--- config.mk ---
export PLATFORM = sky130hd
export DESIGN_NAME = float_min_search_ctrl
export DESIGN_NICKNAME = d
export VERILOG_FILES = /design/src/rtl/float_min_search_ctrl.sv
export SDC_FILE = /design/constraint.sdc
export NUM_CORES = 1
export LEC_CHECK = 0
export BUFFER_PORTS_ARGS = -buffer_cell sky130_fd_sc_hd__buf_2
export CAP_MARGIN = 40
export CORE_MARGIN = 2
export CORE_UTILIZATION = 57
export DETAILED_ROUTE_END_ITERATION = 10
export PLACE_DENSITY_LB_ADDON = 0.12
export SETUP_SLACK_MARGIN = 0.4
export SYNTH_ARGS = -nofsm -noshare
export SYNTH_HDL_FRONTEND = slang
export SYNTH_SLANG_ARGS = --single-unit
--- constraint.sdc ---
create_clock -name clk -period 7.15 [get_ports clk]
set_input_delay 1.43 -clock clk [delete_from_list [all_inputs] [get_ports clk]]
set_output_delay 1.43 -clock clk [all_outputs]
set_load 0.02 [all_outputs]
--- src/rtl/float_min_search_ctrl.sv ---
// Minimum-value/index search over a float stream, driving one shared float_cmp (a < b).
// Optional NaN skipping is enabled by defining FLOAT_MIN_SEARCH_NAN_SKIP_EN.
module float_min_search_ctrl #(
    parameter int LEN_W       = 16,
    parameter int CMP_LATENCY = 2
) (
    input  logic             clk,
    input  logic             rst_n,
    input  logic             start,
    input  logic [LEN_W-1:0] len,
    input  logic             s_valid,
    input  logic [31:0]      s_data,
    output logic             s_ready,
    output logic             cmp_a_valid,
    output logic [31:0]      cmp_a_data,
    output logic             cmp_b_valid,
    output logic [31:0]      cmp_b_data,
    input  logic             cmp_res_valid,
    input  logic [7:0]       cmp_res_data,
    output logic             busy,
    output logic             m_valid,
    input  logic             m_ready,
    output logic [31:0]      min_val,
    output logic [LEN_W-1:0] min_idx,
    output logic             empty
);

    localparam int GW = (CMP_LATENCY > 0) ? $clog2(CMP_LATENCY + 1) : 1;
    localparam logic [GW-1:0]    GUARD_INIT = GW'(CMP_LATENCY);
    localparam logic [GW-1:0]    GUARD_ONE  = GW'(1);
    localparam logic [GW-1:0]    GUARD_ZERO = GW'(0);
    localparam logic [31:0]      POS_INF    = 32'h7F80_0000;
    localparam logic [LEN_W-1:0] IDX_ZERO   = LEN_W'(0);
    localparam logic [LEN_W-1:0] IDX_ONE    = LEN_W'(1);

    typedef enum logic [2:0] {
        ST_IDLE   = 3'd0,
        ST_FIRST  = 3'd1,
        ST_FETCH  = 3'd2,
        ST_CMP    = 3'd3,
        ST_WAIT   = 3'd4,
        ST_RESULT = 3'd5
    } state_e;

    state_e           state_q;
    logic [GW-1:0]    guard_q;
    logic [GW-1:0]    guard_d;
    logic [LEN_W-1:0] len_q;
    logic [LEN_W-1:0] cnt_q;
    logic [LEN_W-1:0] cnt_inc_d;
    logic             last_d;
    logic [31:0]      cand_q;
    logic [LEN_W-1:0] cand_idx_q;
    logic [31:0]      min_val_q;
    logic [LEN_W-1:0] min_idx_q;
    logic             s_ready_q;
    logic             cmp_valid_q;
    logic             m_valid_q;
    logic             empty_q;
    logic             res_unused_s;

`ifdef FLOAT_MIN_SEARCH_NAN_SKIP_EN
    logic nomin_q;

    function automatic logic is_nan(input logic [31:0] v);
        return (v[30:23] == 8'hFF) && (v[22:0] != 23'd0);
    endfunction
`endif

    // Guard countdown and element-counter arithmetic shared by several states.
    always_comb begin
        guard_d   = guard_q;
        cnt_inc_d = cnt_q + IDX_ONE;
        last_d    = (cnt_inc_d == len_q);
        if (guard_q != GUARD_ZERO) begin
            guard_d = guard_q - GUARD_ONE;
        end else begin
            guard_d = GUARD_ZERO;
        end
    end

    // Search sequencer; all outputs are registered alongside the state.
    always_ff @(posedge clk or negedge rst_n) begin
        if (!rst_n) begin
            state_q     <= ST_IDLE;
            guard_q     <= GUARD_INIT;
            len_q       <= IDX_ZERO;
            cnt_q       <= IDX_ZERO;
            cand_q      <= 32'h0000_0000;
            cand_idx_q  <= IDX_ZERO;
            min_val_q   <= POS_INF;
            min_idx_q   <= IDX_ZERO;
            s_ready_q   <= 1'b0;
            cmp_valid_q <= 1'b0;
            m_valid_q   <= 1'b0;
            empty_q     <= 1'b0;
`ifdef FLOAT_MIN_SEARCH_NAN_SKIP_EN
            nomin_q     <= 1'b0;
`endif
        end else begin
            guard_q     <= guard_d;
            cmp_valid_q <= 1'b0;
            case (state_q)
                ST_IDLE: begin
                    if (start && (guard_q == GUARD_ZERO)) begin
                        len_q <= len;
                        if (len == IDX_ZERO) begin
                            state_q   <= ST_RESULT;
                            m_valid_q <= 1'b1;
                            empty_q   <= 1'b1;
                            min_val_q <= POS_INF;
                            min_idx_q <= IDX_ZERO;
                        end else begin
                            state_q   <= ST_FIRST;
                            s_ready_q <= 1'b1;
                            empty_q   <= 1'b0;
                        end
                    end
                end
                ST_FIRST: begin
                    if (s_valid) begin
                        min_idx_q <= IDX_ZERO;
                        cnt_q     <= IDX_ONE;
`ifdef FLOAT_MIN_SEARCH_NAN_SKIP_EN
                        if (is_nan(s_data)) begin
                            min_val_q <= POS_INF;
                            nomin_q   <= 1'b1;
                        end else begin
                            min_val_q <= s_data;
                            nomin_q   <= 1'b0;
                        end
`else
                        min_val_q <= s_data;
`endif
                        if (len_q == IDX_ONE) begin
                            state_q   <= ST_RESULT;
                            s_ready_q <= 1'b0;
                            m_valid_q <= 1'b1;
                        end else begin
                            state_q   <= ST_FETCH;
                        end
                    end
                end
                ST_FETCH: begin
                    if (s_valid) begin
`ifdef FLOAT_MIN_SEARCH_NAN_SKIP_EN
                        // NaNs and the first real value after leading NaNs bypass the comparator.
                        if (is_nan(s_data) || nomin_q) begin
                            if (!is_nan(s_data)) begin
                                min_val_q <= s_data;
                                min_idx_q <= cnt_q;
                                nomin_q   <= 1'b0;
                            end
                            cnt_q <= cnt_inc_d;
                            if (last_d) begin
                                state_q   <= ST_RESULT;
                                s_ready_q <= 1'b0;
                                m_valid_q <= 1'b1;
                            end else begin
                                state_q   <= ST_FETCH;
                            end
                        end else begin
                            cand_q      <= s_data;
                            cand_idx_q  <= cnt_q;
                            state_q     <= ST_CMP;
                            s_ready_q   <= 1'b0;
                            cmp_valid_q <= 1'b1;
                        end
`else
                        cand_q      <= s_data;
                        cand_idx_q  <= cnt_q;
                        state_q     <= ST_CMP;
                        s_ready_q   <= 1'b0;
                        cmp_valid_q <= 1'b1;
`endif
                    end
                end
                ST_CMP: begin
                    state_q <= ST_WAIT;
                end
                ST_WAIT: begin
                    if (cmp_res_valid) begin
                        if (cmp_res_data[0]) begin
                            min_val_q <= cand_q;
                            min_idx_q <= cand_idx_q;
                        end
                        cnt_q <= cnt_inc_d;
                        if (last_d) begin
                            state_q   <= ST_RESULT;
                            m_valid_q <= 1'b1;
                        end else begin
                            state_q   <= ST_FETCH;
                            s_ready_q <= 1'b1;
                        end
                    end
                end
                ST_RESULT: begin
                    if (m_ready) begin
                        state_q   <= ST_IDLE;
                        m_valid_q <= 1'b0;
                    end
                end
                default: begin
                    state_q   <= ST_IDLE;
                    s_ready_q <= 1'b0;
                    m_valid_q <= 1'b0;
                end
            endcase
        end
    end

    assign res_unused_s = ^cmp_res_data[7:1];

    assign s_ready     = s_ready_q;
    assign cmp_a_valid = cmp_valid_q;
    assign cmp_b_valid = cmp_valid_q;
    assign cmp_a_data  = cand_q;
    assign cmp_b_data  = min_val_q;
    assign busy        = (state_q != ST_IDLE) || (guard_q != GUARD_ZERO);
    assign m_valid     = m_valid_q;
    assign min_val     = min_val_q;
    assign min_idx     = min_idx_q;
    assign empty       = empty_q;

endmodule

# Word-level counts from Yosys, hierarchy flattened
# Index checks and enable logic that the tools add are counted.
# W data, S select, Z words.
[op_classes]
addsub = 2
multipliers = 0
n_div = 0
order_cmp = 0
eq_ne = 18
shift = 0
n_mux = 44
n_bitwise = 2
n_reduce_logical = 18
[op_table]
columns = ["cell", "n"]
rows = [
  ["$mux W32", 5],
  ["$mux W16", 7],
  ["$pmux W32 S3", 1],
  ["$pmux W16 S3", 1],
  ["$pmux W16 S2", 1],
  ["$mux W3", 8],
  ["$ne A2 B2 Y1 const B", 11],
  ["$pmux W3 S6", 1],
  ["$mux W1", 17],
  ["$add A16 B1 Y16 const B", 1],
  ["$eq A16 B1 Y1 const B", 1],
  ["$eq A16 B16 Y1", 1],
  ["$logic_not A16 Y1", 1],
  ["$reduce_and A8 Y1", 2],
  ["$pmux W1 S5", 2],
  ["$eq A3 B2 Y1 const B", 2],
  ["$eq A3 B3 Y1 const B", 2],
  ["$reduce_and A6 Y1", 1],
  ["$reduce_bool A3 Y1", 2],
  ["$reduce_and A5 Y1", 1],
  ["$reduce_and A2 Y1", 2],
  ["$reduce_bool A2 Y1", 2],
  ["$reduce_or A2 Y1", 2],
  ["$eq A3 B1 Y1 const B", 1],
  ["other kinds (8)", 9],
]
[totals]
regBits = 137
latchBits = 0
mem_bits_rw = 0
rom_bits = 0
wordCells = 96
n_memories = 0

# Depth between registers and ports, before layout
# Gate-level depths: netlist of the first run.
[logic_depth]
depth_word = 5
mapped_depth = 9
mapped_depth_nobuf = 8

# Worst setup path after synthesis of the first run
# No wires, ideal clock.
[synth_path]
kind = "input port to flip-flop"
startpoint = "input port len[10]"
endpoint = "register min_idx_q[10] (netlist: min_idx[10])"
setup_time_ns = 0.066
t_arrival_ns = 3.040
required_time_ns = 7.084
setup_slack_ns = 4.044
path_stages = 9
path_buffers = 2
path_cell_list = "nor4_1 > nand4_1 > a21oi_1 > a31oi_1 > nor3_1 > clkbuf_1 > buf_1 > nand3_1 > nand2_1"
[synth_between]
elab_chain_cells = 3
[synth_lines]
columns = ["item", "line_no", "source"]
rows = [
  ["start: declaration", "10", "input logic [LEN_W-1:0] len,"],
  ["$logic_not A16 Y1", "107", "if (len == IDX_ZERO) begin"],
  ["$ne A2 B2 Y1 (no line)", "n/a", ""],
  ["$reduce_and A6 Y1 (no line)", "n/a", ""],
  ["end signal: assignment", "185", "min_idx_q <= cand_idx_q;"],
  ["end: declaration", "55", "logic [LEN_W-1:0] min_idx_q;"],
]
# Every way passes these cells.
# A chain may end at the register's enable or synchronous reset.

# Final worst setup path of the first run
[layout_path]
startpoint = "register cnt_q[4]"
endpoint = "register s_ready_q (netlist: s_ready)"
[layout_between]
elab_chain_cells = 4
[layout_lines]
columns = ["item", "line_no", "source"]
rows = [
  ["start: declaration", "49", "logic [LEN_W-1:0] cnt_q;"],
  ["start signal: assignment", "187", "cnt_q <= cnt_inc_d;"],
  ["$add A16 B1 Y16", "73", "cnt_inc_d = cnt_q + IDX_ONE;"],
  ["$eq A16 B16 Y1", "74", "last_d = (cnt_inc_d == len_q);"],
  ["$ne A2 B2 Y1 (no line)", "n/a", ""],
  ["$reduce_and A8 Y1 (no line)", "n/a", ""],
  ["end signal: assignment", "93", "s_ready_q <= 1'b0;"],
  ["end signal: assignment", "115", "s_ready_q <= 1'b1;"],
  ["end signal: assignment", "137", "s_ready_q <= 1'b0;"],
  ["end: declaration", "56", "logic s_ready_q;"],
]
# Every way passes these cells.

==> metrics.cfg, run 1 <==
[cells_and_area]
layout_common_cells = buf_2, dfrtp_1, nor2_1
final_area_um2 = 7968
nets = 819
drive_gt1_share_pct = 38.54
layout_commonest_cell = buf_2
area_growth_pct = 19.68
n_fill_cell = 891
antennaDiodeCount = 0

[yosys]
synth_cell_type_count = 61
yosys_register_bits = 137
netlist_top_cells_area = dfrtp_1, mux2_2, buf_4, nor2_1, nand2_1
synth_warnings = 0
syn-cell-area_um2 = 6658
ys_seq_area_share_pct = 51.66
synth_ff_type = dfrtp_1
synth_top_area_share_pct = 48.11
synth_edf_count = 0
async_flop_share_pct = 100.0
syn_nets = 696
synth.avg_cell_area_um2 = 10.52
yosys.area.top_type = dfrtp_1
synthCells = 633

[detailed_routing]
dr.pass1.iters = 5
routed.top_layer = met4
wl_met1_um = 6771
met3WireLength_um = 1009
vias = 5303
drc_errors = 0
drt-total-wl_um = 15880
drtIter0Drc = 422
antenna_left = 0
wl_met2_um = 7835
avgViaCountPerCell = 5.821
wl_per_cell_um = 17.43

[clock_tree]
cts_tree = done
clk_pin_slew_ns = 0.06
clockBufferDepth = 2
clkLatencyLatePin_ns = 0.41
cts_hold_buf = 0
cts_resized = 0
h-tree-depth = 4
cts_root_buf = clkbuf_16
cts_buffers = 17
postCtsSetupRepairBufs = 0
cts_num_sinks = 137

[timing]
fin_tns_setup_ns = 0
skew_ns = 0.007127
rsz0062_at_grt = no
worstMarginPinSlew_ns = 0.8246
fmax_mhz = 300.6
setup_slack_ns = 3.823
hold_slack_ns = 0.4587
hold_viol_final = 0
timing.final.crit_share_pct = 46.53
setup_violations = 0
maxSlewViolCount = 0
fin_crit_ns = 3.327
timing.slew.headroom_pct = 44.87

[global_routing]
antenna_found_initial = 0
grt_max_degree = 60
track_usage_pct = 26.11
grt_overflow = 0
grt_pass1_vias = 5186
grt_pass1_wl_um = 26210

[worst_setup_path]
reg2reg_from = cnt_q[4]$_DFFE_PN0P_
r2r_cells = 7
critical_path_required_ns = 7.43
cp_slowest_cell = nor4_1
endpoint_kind = flip-flop
cp_cell_sequence = nand3_1 > nor4_1 > or2_2 > or4b_1 > nor4_2 > or4_1 > nand2_1
critPathKind = reg2reg
arrival_ns = 3.61
rrSetupSlack_ns = 3.82
r2r_end = s_ready$_DFFE_PN0P_
crit_fanout = 14
path_buf_inv = 0
critPathTopFamily = simple AND/OR/NAND/NOR gates
startpoint_type = flip-flop
cp_slowest_stage_delay_ns = 0.74

[job]
drv_cap = 0

[placement]
pre_cts_ws_ns = 3.513
dpl-instance-area_um2 = 7387
dp.final_hpwl_um = 10650
gp_congestion = 0.8740
numPortBuffers = 172

[die]
die-height_um = 112.1
num_rows = 39
die_w_um = 112.1
die_area_um2 = 12560
num_io_pins = 180
initial_core_util_pct = 58.31
core_um2 = 11420

[power_and_ir_drop]
cellPowerDensity_nw_per_um2 = 491.9
design_power_total_mw = 3.920
peakVddDrop_mv = 0.4493
p_leak_nw = 3.769

[min_path]
hold_depth = 2
hp-start = min_idx[1]$_DFFE_PN0P_
whs_endpoint = min_idx[1]$_DFFE_PN0P_
hold_class = reg2reg

[outcome]
status = finished clean

stage by stage:
stage / utilization, % / cells
finish: 69.78 / 911
global route: 69.78 / 911
CTS: 69.78 / 911
detailed placement: 64.69 / 880
global placement: 64.04 / 876
floorplan: - / 633
kinds of logic (layout without fill, tap and decap cells):
| group | count (synthesis) | after routing | synth area share (%) |
|---|---|---|---|
| compound gates | 105 | 105 | 11.22 |
| simple gates | 220 | 220 | 15.84 |
| xor+xnor | 23 | 23 | 3.026 |
| fa+ha+maj | 1 | 1 | 0.1879 |
| buf+inv | 82 | 217 | 7.085 |
| flops | 137 | 137 | 51.66 |
| mux | 65 | 65 | 10.98 |
where the power goes:
group / switching (mW) / internal (mW)
registers: 0.267 / 1.08
logic: 1.05 / 0.662
clock network: 0.307 / 0.553
synth_stat cells, types with 2 or more instances:
| master | count |
|---|---|
| inv_1 | 5 |
| or4_1 | 3 |
| nand3_1 | 29 |
| o31ai_1 | 6 |
| nor4b_1 | 2 |
| nor2b_1 | 4 |
| a31o_2 | 2 |
| or2_2 | 2 |
| mux2_2 | 64 |
| nor3_1 | 6 |
| a31oi_1 | 4 |
| and3_1 | 3 |
| a221oi_1 | 26 |
| dfstp_2 | 9 |
| buf_1 | 5 |
| nand4_1 | 6 |
| a21oi_1 | 8 |
| or2b_1 | 2 |
| a22o_1 | 9 |
| buf_6 | 3 |
| dfrtp_1 | 128 |
| nand4b_1 | 2 |
| xor2_1 | 7 |
| o211ai_1 | 2 |
| o21ai_0 | 34 |
| buf_4 | 36 |
| and2_1 | 2 |
| nand2_1 | 66 |
| clkbuf_1 | 30 |
| o41ai_1 | 2 |
| nor2_1 | 68 |
| nor4_1 | 14 |
| xnor2_1 | 16 |
state kept, by name, indices dropped and copies added, names as in the netlist:
signal and count:
guard_q 2, empty 1, m_valid 1, min_idx 16
cmp_a_data 32, cmp_b_data 32, cmp_a_valid 1, state_q 3
s_ready 1, cand_idx_q 16, cnt_q 16, len_q 16
worst max-delay path by stage:
stage	start	endpoint	depth (start not counted)	slack (ns)
5_1_grt	cnt_q[4]$_DFFE_PN0P_	s_ready$_DFFE_PN0P_	7	3.68
6_report	cnt_q[4]$_DFFE_PN0P_	s_ready$_DFFE_PN0P_	7	3.82
4_1_cts	len[9]	cmp_b_data[1]$_DFFE_PN0P_	9	3.91
3_5_place_dp	len[9]	cmp_b_data[1]$_DFFE_PN0P_	9	3.51
2_1_floorplan	len[10]	min_idx[10]$_DFFE_PN0P_	9	4.04
3_3_place_gp	len[9]	cmp_b_data[14]$_DFFE_PN0P_	8	3.26
worst min-delay path: stages (launching register included):
cell     delay [ns]
dfrtp_1        0.34
nand2_1        0.05
nand2_1        0.05
metal layers:
metal	track usage [%]	vias to the layer above
li1	-	2480
met1	34.79	2572
met2	42.91	224
met3	5.130	27
met4	9.919	0
met5	0	-
area by class of cell:
cell class                      instances  area (µm²)  share of cell area, %
Clock buffer                           22       454.2                  5.700
Clock inverter                          9       126.4                  1.586
Inverter                                5       18.77                 0.2356
Multi-Input combinational cell        414        2770                  34.77
Sequential cell                       137        3440                  43.17
Tap cell                              143       178.9                  2.246
Timing Repair Buffer                  181       979.7                  12.30
Power figures use the tool's default switching activity.
==> inputs of run 2 (changes only) <==
--- a/config.mk
+++ b/config.mk
@@ -5,10 +5,11 @@
 export SDC_FILE = /design/constraint.sdc
 export NUM_CORES = 1
 export LEC_CHECK = 0
+export ABC_AREA = 1
 export BUFFER_PORTS_ARGS = -buffer_cell sky130_fd_sc_hd__buf_2
 export CAP_MARGIN = 40
 export CORE_MARGIN = 2
-export CORE_UTILIZATION = 57
+export CORE_UTILIZATION = 53
 export DETAILED_ROUTE_END_ITERATION = 10
 export PLACE_DENSITY_LB_ADDON = 0.12
 export SETUP_SLACK_MARGIN = 0.4
==> constraint.sdc (replaced) <==
create_clock -name clk -period 3.35 [get_ports clk]
set_input_delay 0.67 -clock clk [delete_from_list [all_inputs] [get_ports clk]]
set_output_delay 0.67 -clock clk [all_outputs]
set_load 0.02 [all_outputs]
==> run 2 against run 1 <==
Net effect: via count grew 7.8%; sequential power grew 100%; flip-flop and latch count is the same; clock power grew 110%; critical path type is now reg2out; critical endpoint is now busy.
==> metrics.cfg, run 2 <==
[detailed_routing]
drtIter0Drc = 379  ; -10%
wl_per_cell_um = 13.17  ; -24%
drc_errors = 0  ; unchanged
antenna_left = 0  ; unchanged
dr.pass1.iters = 5  ; unchanged
avgViaCountPerCell = 4.917  ; -16%
drt-total-wl_um = 15300  ; -3.7%
vias = 5714  ; +7.8%

[die]
die_area_um2 = 13550  ; +7.9%
num_io_pins = 180  ; unchanged
num_rows = 41  ; +5.1%
initial_core_util_pct = 53.74  ; -4.6 points
core_um2 = 12470  ; +9.2%
die-height_um = 116.4  ; +3.9%
die_w_um = 116.4  ; +3.9%

[cells_and_area]
layout_commonest_cell = nand2_1
final_area_um2 = 8083  ; +1.4%
area_growth_pct = 20.66
drive_gt1_share_pct = 26.57  ; -12 points
antennaDiodeCount = 0  ; unchanged
nets = 1040  ; +27%
layout_common_cells = nand2_1, buf_2, dfrtp_1

[timing]
fin_tns_setup_ns = 0  ; unchanged
hold_viol_final = 0  ; unchanged
worstMarginPinSlew_ns = 0.6479  ; -0.1768 ns
setup_violations = 0  ; unchanged
hold_slack_ns = 0.2362  ; -0.2226 ns
fin_crit_ns = 2.223
skew_ns = 0.008881  ; +0.001754 ns
rsz0062_at_grt = no
fmax_mhz = 449.8
maxSlewViolCount = 0  ; unchanged
timing.slew.headroom_pct = 56.81  ; +12 points
timing.final.crit_share_pct = 66.37

[yosys]
synth_edf_count = 0  ; unchanged
yosys.area.top_type = dfrtp_1
synth_warnings = 0  ; unchanged
syn_nets = 900  ; +29%
synth.avg_cell_area_um2 = 8.003  ; -24%
async_flop_share_pct = 100.0  ; unchanged
yosys-top-cells-count = nand2_1, dfrtp_1, o21ai_0, nor2_1, inv_1
synth_ff_type = dfrtp_1
yosysMostFrequentCell = nand2_1
syn-cell-area_um2 = 6699  ; +0.62%
yosys_register_bits = 137  ; unchanged
synthCells = 837  ; +32%
ys_seq_area_share_pct = 51.34  ; -0.32 points
synth_top_area_share_pct = 47.81  ; -0.30 points
netlist_top_cells_area = dfrtp_1, nand2_1, o21ai_0, buf_4, dfstp_2
synth_cell_type_count = 37  ; -39%

[clock_tree]
cts_hold_buf = 0  ; unchanged
clk_pin_slew_ns = 0.06  ; about the same
h-tree-depth = 4  ; unchanged
clkLatencyLatePin_ns = 0.42  ; about the same
cts_tree = done
clockBufferDepth = 2  ; unchanged
cts_buffers = 17  ; unchanged
cts_root_buf = clkbuf_16
cts_num_sinks = 137  ; unchanged
cts_resized = 0  ; unchanged
postCtsSetupRepairBufs = 0  ; unchanged

[global_routing]
antenna_found_initial = 0  ; unchanged
grt_pass1_vias = 5252  ; +1.3%
grt_overflow = 0  ; unchanged
track_usage_pct = 23.88  ; -2.2 points
grt_max_degree = 73  ; +22%
grt_pass1_wl_um = 25070  ; -4.3%

[worst_setup_path]
critPathMostFrequentCell = nor2_2
crit_fanout = 4  ; -10
critical_path_required_ns = 2.68  ; -4.75 ns
critPathTopFamily = simple AND/OR/NAND/NOR gates
arrival_ns = 1.55  ; -2.06 ns
cp_slowest_stage_delay_ns = 0.44  ; -0.30 ns
critPathKind = reg2out
endpoint_kind = output port
startpoint_type = flip-flop
path_buf_inv = 2  ; +2
cp_cell_sequence = nor2_2 > inv_2 > nor2_2 > nand3_1 > buf_2
cp_slowest_cell = dfrtp_1

[placement]
numPortBuffers = 172  ; unchanged
gp_congestion = 0.9084  ; +3.9%
dp.final_hpwl_um = 11060  ; +3.8%
dpl-instance-area_um2 = 7501  ; +1.5%

[power_and_ir_drop]
peakVddDrop_mv = 0.5299  ; +18%
cellPowerDensity_nw_per_um2 = 1000  ; +100%
p_leak_nw = 4.004  ; +6.2%
design_power_total_mw = 8.086  ; +110%

[min_path]
hold_class = in2async

[outcome]
status = finished clean

[job]
drv_cap = 0  ; unchanged

run 2: final cells by class:
type / instances / area [µm²]
Clock inverter: 11 / 121.4
Sequential cell: 137 / 3440
Inverter: 61 / 231.5
Multi-Input combinational cell: 574 / 2630
Clock buffer: 21 / 460.4
Fill cell: 1110 / 4383
Timing Repair Buffer: 186 / 984.7
Tap cell: 172 / 215.2
run 2: report_power, final:
group	total [mW]	internal (mW)	leakage (nW)	switching, mW
logic	3.57	1.17	1.98	2.40
clock network	1.83	1.13	0.283	0.700
registers	2.68	2.26	1.74	0.419
run 2: layer usage:
layer  up-vias  part of all wire (%)  global-route usage [%]
met5         -                     0                       0
met4         0                   1.8                   10.08
met3        23                   5.8                   5.241
met2       182                    44                   36.12
met1      2565                    48                   33.54
li1       2944                     -                       -
run 2: worst register-to-register path, delay by kind of cell, from the launching register on:
family / cells / cell delay (ns)
flops: 1 / 0.43
fa+ha+maj: 1 / 0.23
simple gates: 13 / 1.44
run 2: metrics by stage:
| stage | std cells | setup WS, ns | utilization (%) |
|---|---|---|---|
| after global placement | 1130 | 0.9164 | 60.17 |
| after global routing | 1162 | 0.9396 | 64.84 |
| after detailed placement | 1130 | 0.8672 | 60.17 |
| after floorplan | 837 | 1.526 | - |
| final | 1162 | 1.127 | 64.84 |
| after CTS | 1162 | 1.109 | 64.84 |
run 2: logic make-up after synthesis:
family | count (synthesis) | share of synthesized area (%)
AOI/OAI and AO/OA | 108 | 9.918
adders and majority gates | 1 | 0.1867
buffers and inverters | 126 | 9.526
DFF | 137 | 51.34
and+or+nand+nor | 465 | 29.03
run 2: worst paths after layout:
path | slack, ns | startpoint | to | cells past startpoint
worst max register to register | 1.14 | cnt_q[0]$_DFFE_PN0P_ | state_q[1]$_DFFE_PN0P_ | 14
min in group clk | 0.44 | guard_q[1]$_DFF_PN1_ | guard_q[1]$_DFF_PN1_ | 2
worst max-delay path | 1.13 | state_q[1]$_DFFE_PN0P_ | busy | 5
worst min register to register | 0.44 | guard_q[1]$_DFF_PN1_ | guard_q[1]$_DFF_PN1_ | 2
max in group asynchronous | 2.30 | rst_n | cand_idx_q[11]$_DFFE_PN0P_ | 2
worst min-delay path | 0.24 | rst_n | cmp_b_data[5]$_DFFE_PN0P_ | 1
